==> src/rtl/alu_uart_sequencer.sv <==
// Command sequencer between a UART and an operand/opcode latch stage feeding an ALU.
// Assembles A, B and the opcode from received bytes, strobes them onto a shared bus, returns the result byte-wise.
module alu_uart_sequencer #(
    parameter  int DATA_WIDTH = 8,
    parameter  int MODE_WIDTH = 6,
    localparam int BUS_WIDTH  = (DATA_WIDTH > MODE_WIDTH) ? DATA_WIDTH : MODE_WIDTH,
    localparam int NBYTES     = (DATA_WIDTH + 7) / 8
) (
    input  logic                  i_clk,
    input  logic                  i_reset,
    input  logic [7:0]            i_rx_data,
    input  logic                  i_rx_valid,
    input  logic [DATA_WIDTH-1:0] i_alu_result,
    input  logic                  i_tx_busy,
    output logic [BUS_WIDTH-1:0]  o_data_bus,
    output logic                  o_load_A,
    output logic                  o_load_B,
    output logic                  o_load_op,
    output logic [7:0]            o_tx_data,
    output logic                  o_tx_start,
    output logic                  o_overrun
);

    localparam int SHIFT_W = 8 * NBYTES;
    localparam int CNT_W   = (NBYTES > 1) ? $clog2(NBYTES) : 1;
    localparam logic [CNT_W-1:0] LAST_BYTE = CNT_W'(NBYTES - 1);

    typedef enum logic [3:0] {
        S_GET_A,
        S_LOAD_A,
        S_GET_B,
        S_LOAD_B,
        S_GET_OP,
        S_LOAD_OP,
        S_SETTLE,
        S_CAPTURE,
        S_TX_START,
        S_TX_GUARD,
        S_TX_WAIT
    } state_t;

    state_t                 state_q, state_d;
    logic [CNT_W-1:0]       cnt_q, cnt_d;
    logic [SHIFT_W-1:0]     shift_q, shift_d;
    logic [SHIFT_W-1:0]     result_q, result_d;
    logic [BUS_WIDTH-1:0]   bus_q, bus_d;
    logic                   load_a_q, load_a_d;
    logic                   load_b_q, load_b_d;
    logic                   load_op_q, load_op_d;
    logic [7:0]             tx_data_q, tx_data_d;
    logic                   tx_start_q, tx_start_d;
    logic                   overrun_q, overrun_d;

    logic [SHIFT_W-1:0]     rx_shift;
    logic [DATA_WIDTH-1:0]  operand;
    logic                   rx_accepting;

    // Bytes arrive LSB first, so each new byte enters at the top and the register shifts right.
    assign rx_shift     = SHIFT_W'({i_rx_data, shift_q} >> 8);
    assign operand      = rx_shift[DATA_WIDTH-1:0];
    assign rx_accepting = (state_q == S_GET_A) || (state_q == S_GET_B) || (state_q == S_GET_OP);

    // NOTE: next-state logic is purely combinational with blocking '=' and a default for
    // every *_d first, so no path leaves a signal unassigned and no latch is inferred.
    always_comb begin
        state_d    = state_q;
        cnt_d      = cnt_q;
        shift_d    = shift_q;
        result_d   = result_q;
        bus_d      = bus_q;
        load_a_d   = 1'b0;
        load_b_d   = 1'b0;
        load_op_d  = 1'b0;
        tx_data_d  = tx_data_q;
        tx_start_d = 1'b0;
        overrun_d  = i_rx_valid && !rx_accepting;

        case (state_q)
            S_GET_A, S_GET_B: begin
                if (i_rx_valid) begin
                    shift_d = rx_shift;
                    if (cnt_q == LAST_BYTE) begin
                        cnt_d = '0;
                        bus_d = BUS_WIDTH'($signed(operand));
                        if (state_q == S_GET_A) begin
                            state_d  = S_LOAD_A;
                            load_a_d = 1'b1;
                        end else begin
                            state_d  = S_LOAD_B;
                            load_b_d = 1'b1;
                        end
                    end else begin
                        cnt_d = cnt_q + CNT_W'(1);
                    end
                end
            end
            S_LOAD_A: state_d = S_GET_B;
            S_LOAD_B: state_d = S_GET_OP;
            S_GET_OP: begin
                if (i_rx_valid) begin
                    bus_d     = BUS_WIDTH'(i_rx_data[MODE_WIDTH-1:0]);
                    load_op_d = 1'b1;
                    state_d   = S_LOAD_OP;
                end
            end
            S_LOAD_OP: state_d = S_SETTLE;
            // The latch stage updates at the end of LOAD_OP; the ALU output is stable one cycle later.
            S_SETTLE:  state_d = S_CAPTURE;
            S_CAPTURE: begin
                result_d = SHIFT_W'(i_alu_result);
                cnt_d    = '0;
                state_d  = S_TX_START;
            end
            S_TX_START: begin
                if (!i_tx_busy) begin
                    tx_start_d = 1'b1;
                    tx_data_d  = result_q[7:0];
                    state_d    = S_TX_GUARD;
                end
            end
            // Busy only rises the cycle after the start pulse, so it is not trusted here.
            S_TX_GUARD: state_d = S_TX_WAIT;
            S_TX_WAIT: begin
                if (!i_tx_busy) begin
                    if (cnt_q == LAST_BYTE) begin
                        cnt_d   = '0;
                        state_d = S_GET_A;
                    end else begin
                        cnt_d    = cnt_q + CNT_W'(1);
                        result_d = result_q >> 8;
                        state_d  = S_TX_START;
                    end
                end
            end
            default: state_d = S_GET_A;
        endcase
    end

    // NOTE: state uses non-blocking '<=' only; reset is synchronous and clears every flop,
    // including the data registers, so a reset mid-command discards all partial work.
    always_ff @(posedge i_clk) begin
        if (i_reset) begin
            state_q    <= S_GET_A;
            cnt_q      <= '0;
            shift_q    <= '0;
            result_q   <= '0;
            bus_q      <= '0;
            load_a_q   <= 1'b0;
            load_b_q   <= 1'b0;
            load_op_q  <= 1'b0;
            tx_data_q  <= '0;
            tx_start_q <= 1'b0;
            overrun_q  <= 1'b0;
        end else begin
            state_q    <= state_d;
            cnt_q      <= cnt_d;
            shift_q    <= shift_d;
            result_q   <= result_d;
            bus_q      <= bus_d;
            load_a_q   <= load_a_d;
            load_b_q   <= load_b_d;
            load_op_q  <= load_op_d;
            tx_data_q  <= tx_data_d;
            tx_start_q <= tx_start_d;
            overrun_q  <= overrun_d;
        end
    end

    assign o_data_bus = bus_q;
    assign o_load_A   = load_a_q;
    assign o_load_B   = load_b_q;
    assign o_load_op  = load_op_q;
    assign o_tx_data  = tx_data_q;
    assign o_tx_start = tx_start_q;
    assign o_overrun  = overrun_q;

endmodule
==> config.mk <==
export PLATFORM = sky130hd
export DESIGN_NAME = alu_uart_sequencer
export DESIGN_NICKNAME = d
export VERILOG_FILES = /design/src/rtl/alu_uart_sequencer.sv
export SDC_FILE = /design/constraint.sdc
export NUM_CORES = 1
export LEC_CHECK = 0
export CAP_MARGIN = 5
export CELL_PAD_IN_SITES_DETAIL_PLACEMENT = 1
export CELL_PAD_IN_SITES_GLOBAL_PLACEMENT = 2
export CORE_MARGIN = 1.5
export CORE_UTILIZATION = 28
export DETAILED_ROUTE_END_ITERATION = 8
export HOLD_SLACK_MARGIN = 0.03
export MAX_ROUTING_LAYER = met4
export PLACE_DENSITY_LB_ADDON = 0.1
export SYNTH_ARGS = -nofsm -noshare
export SYNTH_HDL_FRONTEND = slang
export SYNTH_SLANG_ARGS = --single-unit
==> constraint.sdc <==
create_clock -name i_clk -period 2.4 [get_ports i_clk]
set_input_delay 0.48 -clock i_clk [delete_from_list [all_inputs] [get_ports i_clk]]
set_output_delay 0.48 -clock i_clk [all_outputs]
set_load 0.01 [all_outputs]
==> qor.csv, run 1 <==
metric,value,unit
postCtsSetupRepairBufs,0,
drive_gt1_share,5.46,%
syn_inst,144,
synth-edff-count,0,
viasPerCell,4.86,
layout_common_cells,"clkdlybuf4s50_1, dfxtp_1, a21oi_1",
cts_buffers,5,
setup_viol,0,
power_density,598,mW/mm^2
syn_to_final_growth,39.7,%
wire_per_inst,14.0,um
vdd.ir_drop.worst,320,uV
die_w,71.7,um
worstPathArrival,1.89,ns
p_sw,248,uW
grt_antenna_before_repair,0,
maxCapViolCount,0,
dp.cells,228,
dpl_cell_area,0.00176,mm^2
outcome,completed,
post-route-period-util,70.0,%
dieArea,0.00514,mm^2
crit_chain,"clkdlybuf4s50_1, or4b_4, nor2_8, mux2i_1",
async_flop_share,0,%
path_class,in2reg,
firstDrtPassIters,6,
synthFlopType,dfxtp_1,
remaining_drc_errors,0,
fin_skew,0.00457,ns
min_period,1.68,ns
setup_tns,0,ns
grt_pass1_vias,1089,
finalWorstSetupSlack,0.721,ns
htree_levels,2,
drv_slew,0,
insertedDiodeCount,0,
finalNonFillerCells,235,
ys_seq_area_share,50.0,%
ant_nets,0,
pin_count,41,
hold_viol_final,0,
clock.fmax,0.595,GHz
ys.warnings.count,0,
vias,1142,
p_int,855,uW
overflow,0,
slowest_stage,or4b_4,
comb_power_share,9.9,%
critPathRequiredTime,2.61,ns
cts.clk_slew.worst_paths,0.06,ns
max_stage_delay,0.55,ns
switching_share,22.5,%
worst_pin_slew,0.657,ns
finalNetCount,203,
end_kind,flop,
grt_util_all_layers,14.0,%
start_kind,input port,
dp_slack,0.423,ns
place.gp.congestion,0.730,
max-slew-margin-rel,56.1,%
postSynthAreaPerCell,9.17,um^2
dpl.hpwl,2280,um
worstSkewPairLatency,0.28,ns
core_area,0.00444,mm^2
initial_core_util,29.7,%
grt_pass1_wl,5330,um
cts_resized,0,
ctsRootBufferMaster,clkbuf_8,
wirelength,3280,um
p_leak,0.000613,uW
hp-class,reg2reg,
clkPwrFrac,37.7,%
final_common_cell,clkdlybuf4s50_1,
finish.instance_area,0.00184,mm^2
ys_types,26,
clock-sinks,33,
syn_area,0.00132,mm^2
rsz0062_at_grt,no,
first_iter_violations,58,
grt_max_degree,38,
port_buffers,40,
pwr-share-seq,52.4,%
die_y,71.7,um
worst-path-max-fanout,8,
rows,24,
ys_ff_latch,33,
syn-num-nets,164,
cts_tree,yes,
fill_cells,515,
holdBufCountCts,0,
clk_path_buf_depth,2,
-- critical path, delay by kind of cell --
| family | cells | cell delay (ns) |
|---|---|---|
| muxes | 1 | 0.21 |
| and+or+nand+nor | 2 | 0.76 |
| buffers and inverters | 1 | 0.44 |
-- cells by family after synthesis --
| kind of cell | after synthesis | share of synthesized area [%] |
|---|---|---|
| AOI/OAI and AO/OA | 32 | 13.3 |
| xor gates and xnor gates | 2 | 1.33 |
| buffers and inverters | 12 | 3.79 |
| DFF | 33 | 50.0 |
| muxes | 8 | 6.07 |
| and+or+nand+nor | 57 | 25.5 |
-- flip-flops by register name, summed over array words and instances, names as in the netlist --
name        flops
o_load_A        1
o_load_op       1
result_q        8
o_tx_start      1
o_data_bus      8
o_tx_data       8
state_q         4
o_load_B        1
o_overrun       1
-- synthesized netlist by cell type (2+ instances only) --
cell type | count | area [um^2]
nand4b_1 | 3 | 26.3
clkbuf_1 | 8 | 30.0
nand4_1 | 6 | 37.5
mux2i_1 | 8 | 80.1
nand2_1 | 18 | 67.6
a211o_1 | 2 | 17.5
a21oi_1 | 19 | 95.1
nand2b_1 | 18 | 113
o21ai_0 | 8 | 40.0
nor3_1 | 4 | 20.0
dfxtp_1 | 33 | 661
inv_1 | 2 | 7.51
nor2_1 | 2 | 7.51
-- layout make-up --
class,instances,area (um^2),area share (%)
multi-input combinational,99,609,33.0
tap,52,65.1,3.53
inverter,2,7.51,0.407
timing repair buffer,42,415,22.5
sequential,33,661,35.8
clock buffer,7,86.3,4.68
-- per-layer routing --
layer  wire length [um]  vias up  GRT usage, %
met5                  0        -             -
met4                 35        0          4.40
met3                140        4          5.34
met2               1530       25          21.4
met1               1580      542          17.0
li1                   -      571             -
-- worst paths after layout --
| kind | from | endpoint | slack, ns | cells after the start |
|---|---|---|---|---|
| worst min register to register | result_q[7]$_SDFFE_PP0P_ | result_q[7]$_SDFFE_PP0P_ | 0.46 | 2 |
| worst max-delay path | i_tx_busy | o_tx_data[2]$_SDFFE_PP0P_ | 0.72 | 4 |
| worst max register to register | state_q[0]$_SDFFE_PP0P_ | result_q[2]$_SDFFE_PP0P_ | 0.83 | 3 |
| worst min-delay path | result_q[7]$_SDFFE_PP0P_ | result_q[7]$_SDFFE_PP0P_ | 0.46 | 2 |
-- per-stage QoR --
stage	utilization (%)	hold WS (ns)	total power [uW]
floorplan	-	0.437	634
global placement	39.6	0.444	697
detailed placement	39.6	0.450	700
CTS	41.5	0.459	1130
global route	41.5	0.471	1160
finish	41.5	0.457	1100
-- power groups by stage --
stage               Clock, uW  Combinational [uW]  Sequential, uW
global placement            0                 108             589
finish                    416                 110             578
floorplan                   0                49.1             585
detailed placement          0                 110             590
CTS                       437                 111             578
global route              456                 120             580
(Power assumes the default switching activity.)
==> run 2, diff against run 1 <==
--- a/config.mk
+++ b/config.mk
@@ -9,7 +9,7 @@
 export CELL_PAD_IN_SITES_DETAIL_PLACEMENT = 1
 export CELL_PAD_IN_SITES_GLOBAL_PLACEMENT = 2
 export CORE_MARGIN = 1.5
-export CORE_UTILIZATION = 28
+export CORE_UTILIZATION = 26
 export DETAILED_ROUTE_END_ITERATION = 8
 export HOLD_SLACK_MARGIN = 0.03
 export MAX_ROUTING_LAYER = met4
==> constraint.sdc (replaced) <==
create_clock -name i_clk -period 1.75 [get_ports i_clk]
set_input_delay 0.35 -clock i_clk [delete_from_list [all_inputs] [get_ports i_clk]]
set_output_delay 0.35 -clock i_clk [all_outputs]
set_load 0.01 [all_outputs]
==> run 2 against run 1 <==
Net effect: global-route usage increased by 0.22 points; sequential power rose by 35%; combinational power is 56% higher; flip-flop and latch count unchanged; largest cell class unchanged; routed wire length increased by 6.1%; largest power group unchanged; die area rose by 7.4%.
==> qor.csv, run 2 (synthesis results as in run 1) <==
metric,value,unit
fin_skew,0.00877,ns
r2r_setup_slack,0.35,ns
cts_resized,0,
min_period,1.52,ns
initial_core_util,27.4,%
grt_pass1_wl,5750,um
overflow,0,
grt_antenna_before_repair,0,
clock-sinks,33,
r2r-end,o_data_bus[4]$_SDFFE_PP0P_,
cts.clk_slew.worst_paths,0.07,ns
firstDrtPassIters,4,
path_class,reg2out,
ctsRootBufferMaster,clkbuf_8,
vias,1172,
hp-class,reg2reg,
syn_to_final_growth,48.2,%
dp.cells,251,
wire_per_inst,13.5,um
path_buf_inv,1,
finalNetCount,211,
die_w,74.3,um
dpl.hpwl,2450,um
worst-path-max-fanout,2,
setup_viol,0,
port_buffers,40,
max_stage_delay,0.54,ns
dpl_cell_area,0.00184,mm^2
rsz0062_at_grt,no,
clk_path_buf_depth,2,
cts_tree,yes,
remaining_drc_errors,0,
grt_max_degree,38,
cp-endpoint,o_data_bus[7],
die_y,74.3,um
crit_chain,clkdlybuf4s50_1,
start_kind,flop,
slowest_stage,clkdlybuf4s50_1,
post-route-period-util,87.1,%
drive_gt1_share,10.4,%
cts_buffers,5,
clock.fmax,0.656,GHz
worstPathArrival,1.17,ns
reg2reg_depth,4,
max-slew-margin-rel,57.6,%
worstSkewPairLatency,0.28,ns
fin_util,40.6,%
finalWorstSetupSlack,0.226,ns
insertedDiodeCount,0,
drv_slew,0,
fill_cells,567,
dp_slack,-0.0832,ns
final_common_cell,clkdlybuf4s50_1,
finish.instance_area,0.00196,mm^2
crit_start,o_data_bus[7]$_SDFFE_PP0P_,
path_depth,1,
htree_levels,2,
grt_util_all_layers,14.2,%
dieArea,0.00551,mm^2
rows,25,
worstReg2RegStart,state_q[3]$_SDFFE_PP0P_,
outcome,completed,
holdBufCountCts,0,
layout_common_cells,"clkdlybuf4s50_1, dfxtp_1, a21oi_1",
whs,0.458,ns
pin_count,41,
postCtsSetupRepairBufs,0,
worst_pin_slew,0.634,ns
hold_viol_final,0,
critPathRequiredTime,1.40,ns
finalNonFillerCells,259,
vdd.ir_drop.worst,379,uV
place.gp.congestion,0.705,
wirelength,3490,um
p_leak,0.000665,uW
cpLargestDelayFamily,buffers and inverters,
maxCapViolCount,0,
end_kind,primary output,
first_iter_violations,38,
grt_pass1_vias,1217,
ant_nets,0,
power_density,871,mW/mm^2
viasPerCell,4.53,
core_area,0.00482,mm^2
-- run 2: changes by cell type in the layout (fill, tap and decap cells not counted), sizes merged --
| cell | delta |
|---|---|
| clkinvlp | +1 |
| buf | +8 |
| clkbuf | -1 |
| bufinv | +1 |
-- run 2: power breakdown --
| group | internal, uW | switching [uW] | leakage [uW] |
|---|---|---|---|
| combinational | 96.9 | 75.3 | 0.000340 |
| clock | 463 | 288 | 0.0000574 |
| sequential | 770 | 10.6 | 0.000268 |
-- run 2: how the worst min path moves through the flow --
stage	slack, ns	startpoint	end	cells past startpoint
global route	0.49	result_q[5]$_SDFFE_PP0P_	result_q[5]$_SDFFE_PP0P_	2
finish	0.46	result_q[6]$_SDFFE_PP0P_	result_q[6]$_SDFFE_PP0P_	2
global placement	0.44	result_q[0]$_SDFFE_PP0P_	result_q[0]$_SDFFE_PP0P_	2
CTS	0.46	result_q[6]$_SDFFE_PP0P_	result_q[6]$_SDFFE_PP0P_	2
detailed placement	0.45	result_q[6]$_SDFFE_PP0P_	result_q[6]$_SDFFE_PP0P_	2
floorplan	0.44	result_q[0]$_SDFFE_PP0P_	result_q[0]$_SDFFE_PP0P_	2
-- run 2: routing by layer --
metal	up-vias	wire [um]	track usage [%]
met1	547	1670	17.0
li1	591	-	-
met3	2	161	4.34
met5	-	0	-
met4	0	20	4.24
met2	32	1640	22.9
-- run 2: metrics by stage --
step                TNS (ns)  power (uW)
floorplan                  0         870
global placement      -0.192         966
detailed placement    -0.521         971
CTS                        0        1730
global route               0        1800
finish                     0        1700
-- run 2: area by class of cell --
cell class              count  area (um^2)  area share [%]
multi-input cells          99          609            31.1
clock inverters             2         37.5            1.92
well taps                  67         83.8            4.28
repair buffers             50          475            24.3
clock buffers               6         82.6            4.22
inverters                   2         7.51           0.384
flip-flops and latches     33          661            33.8
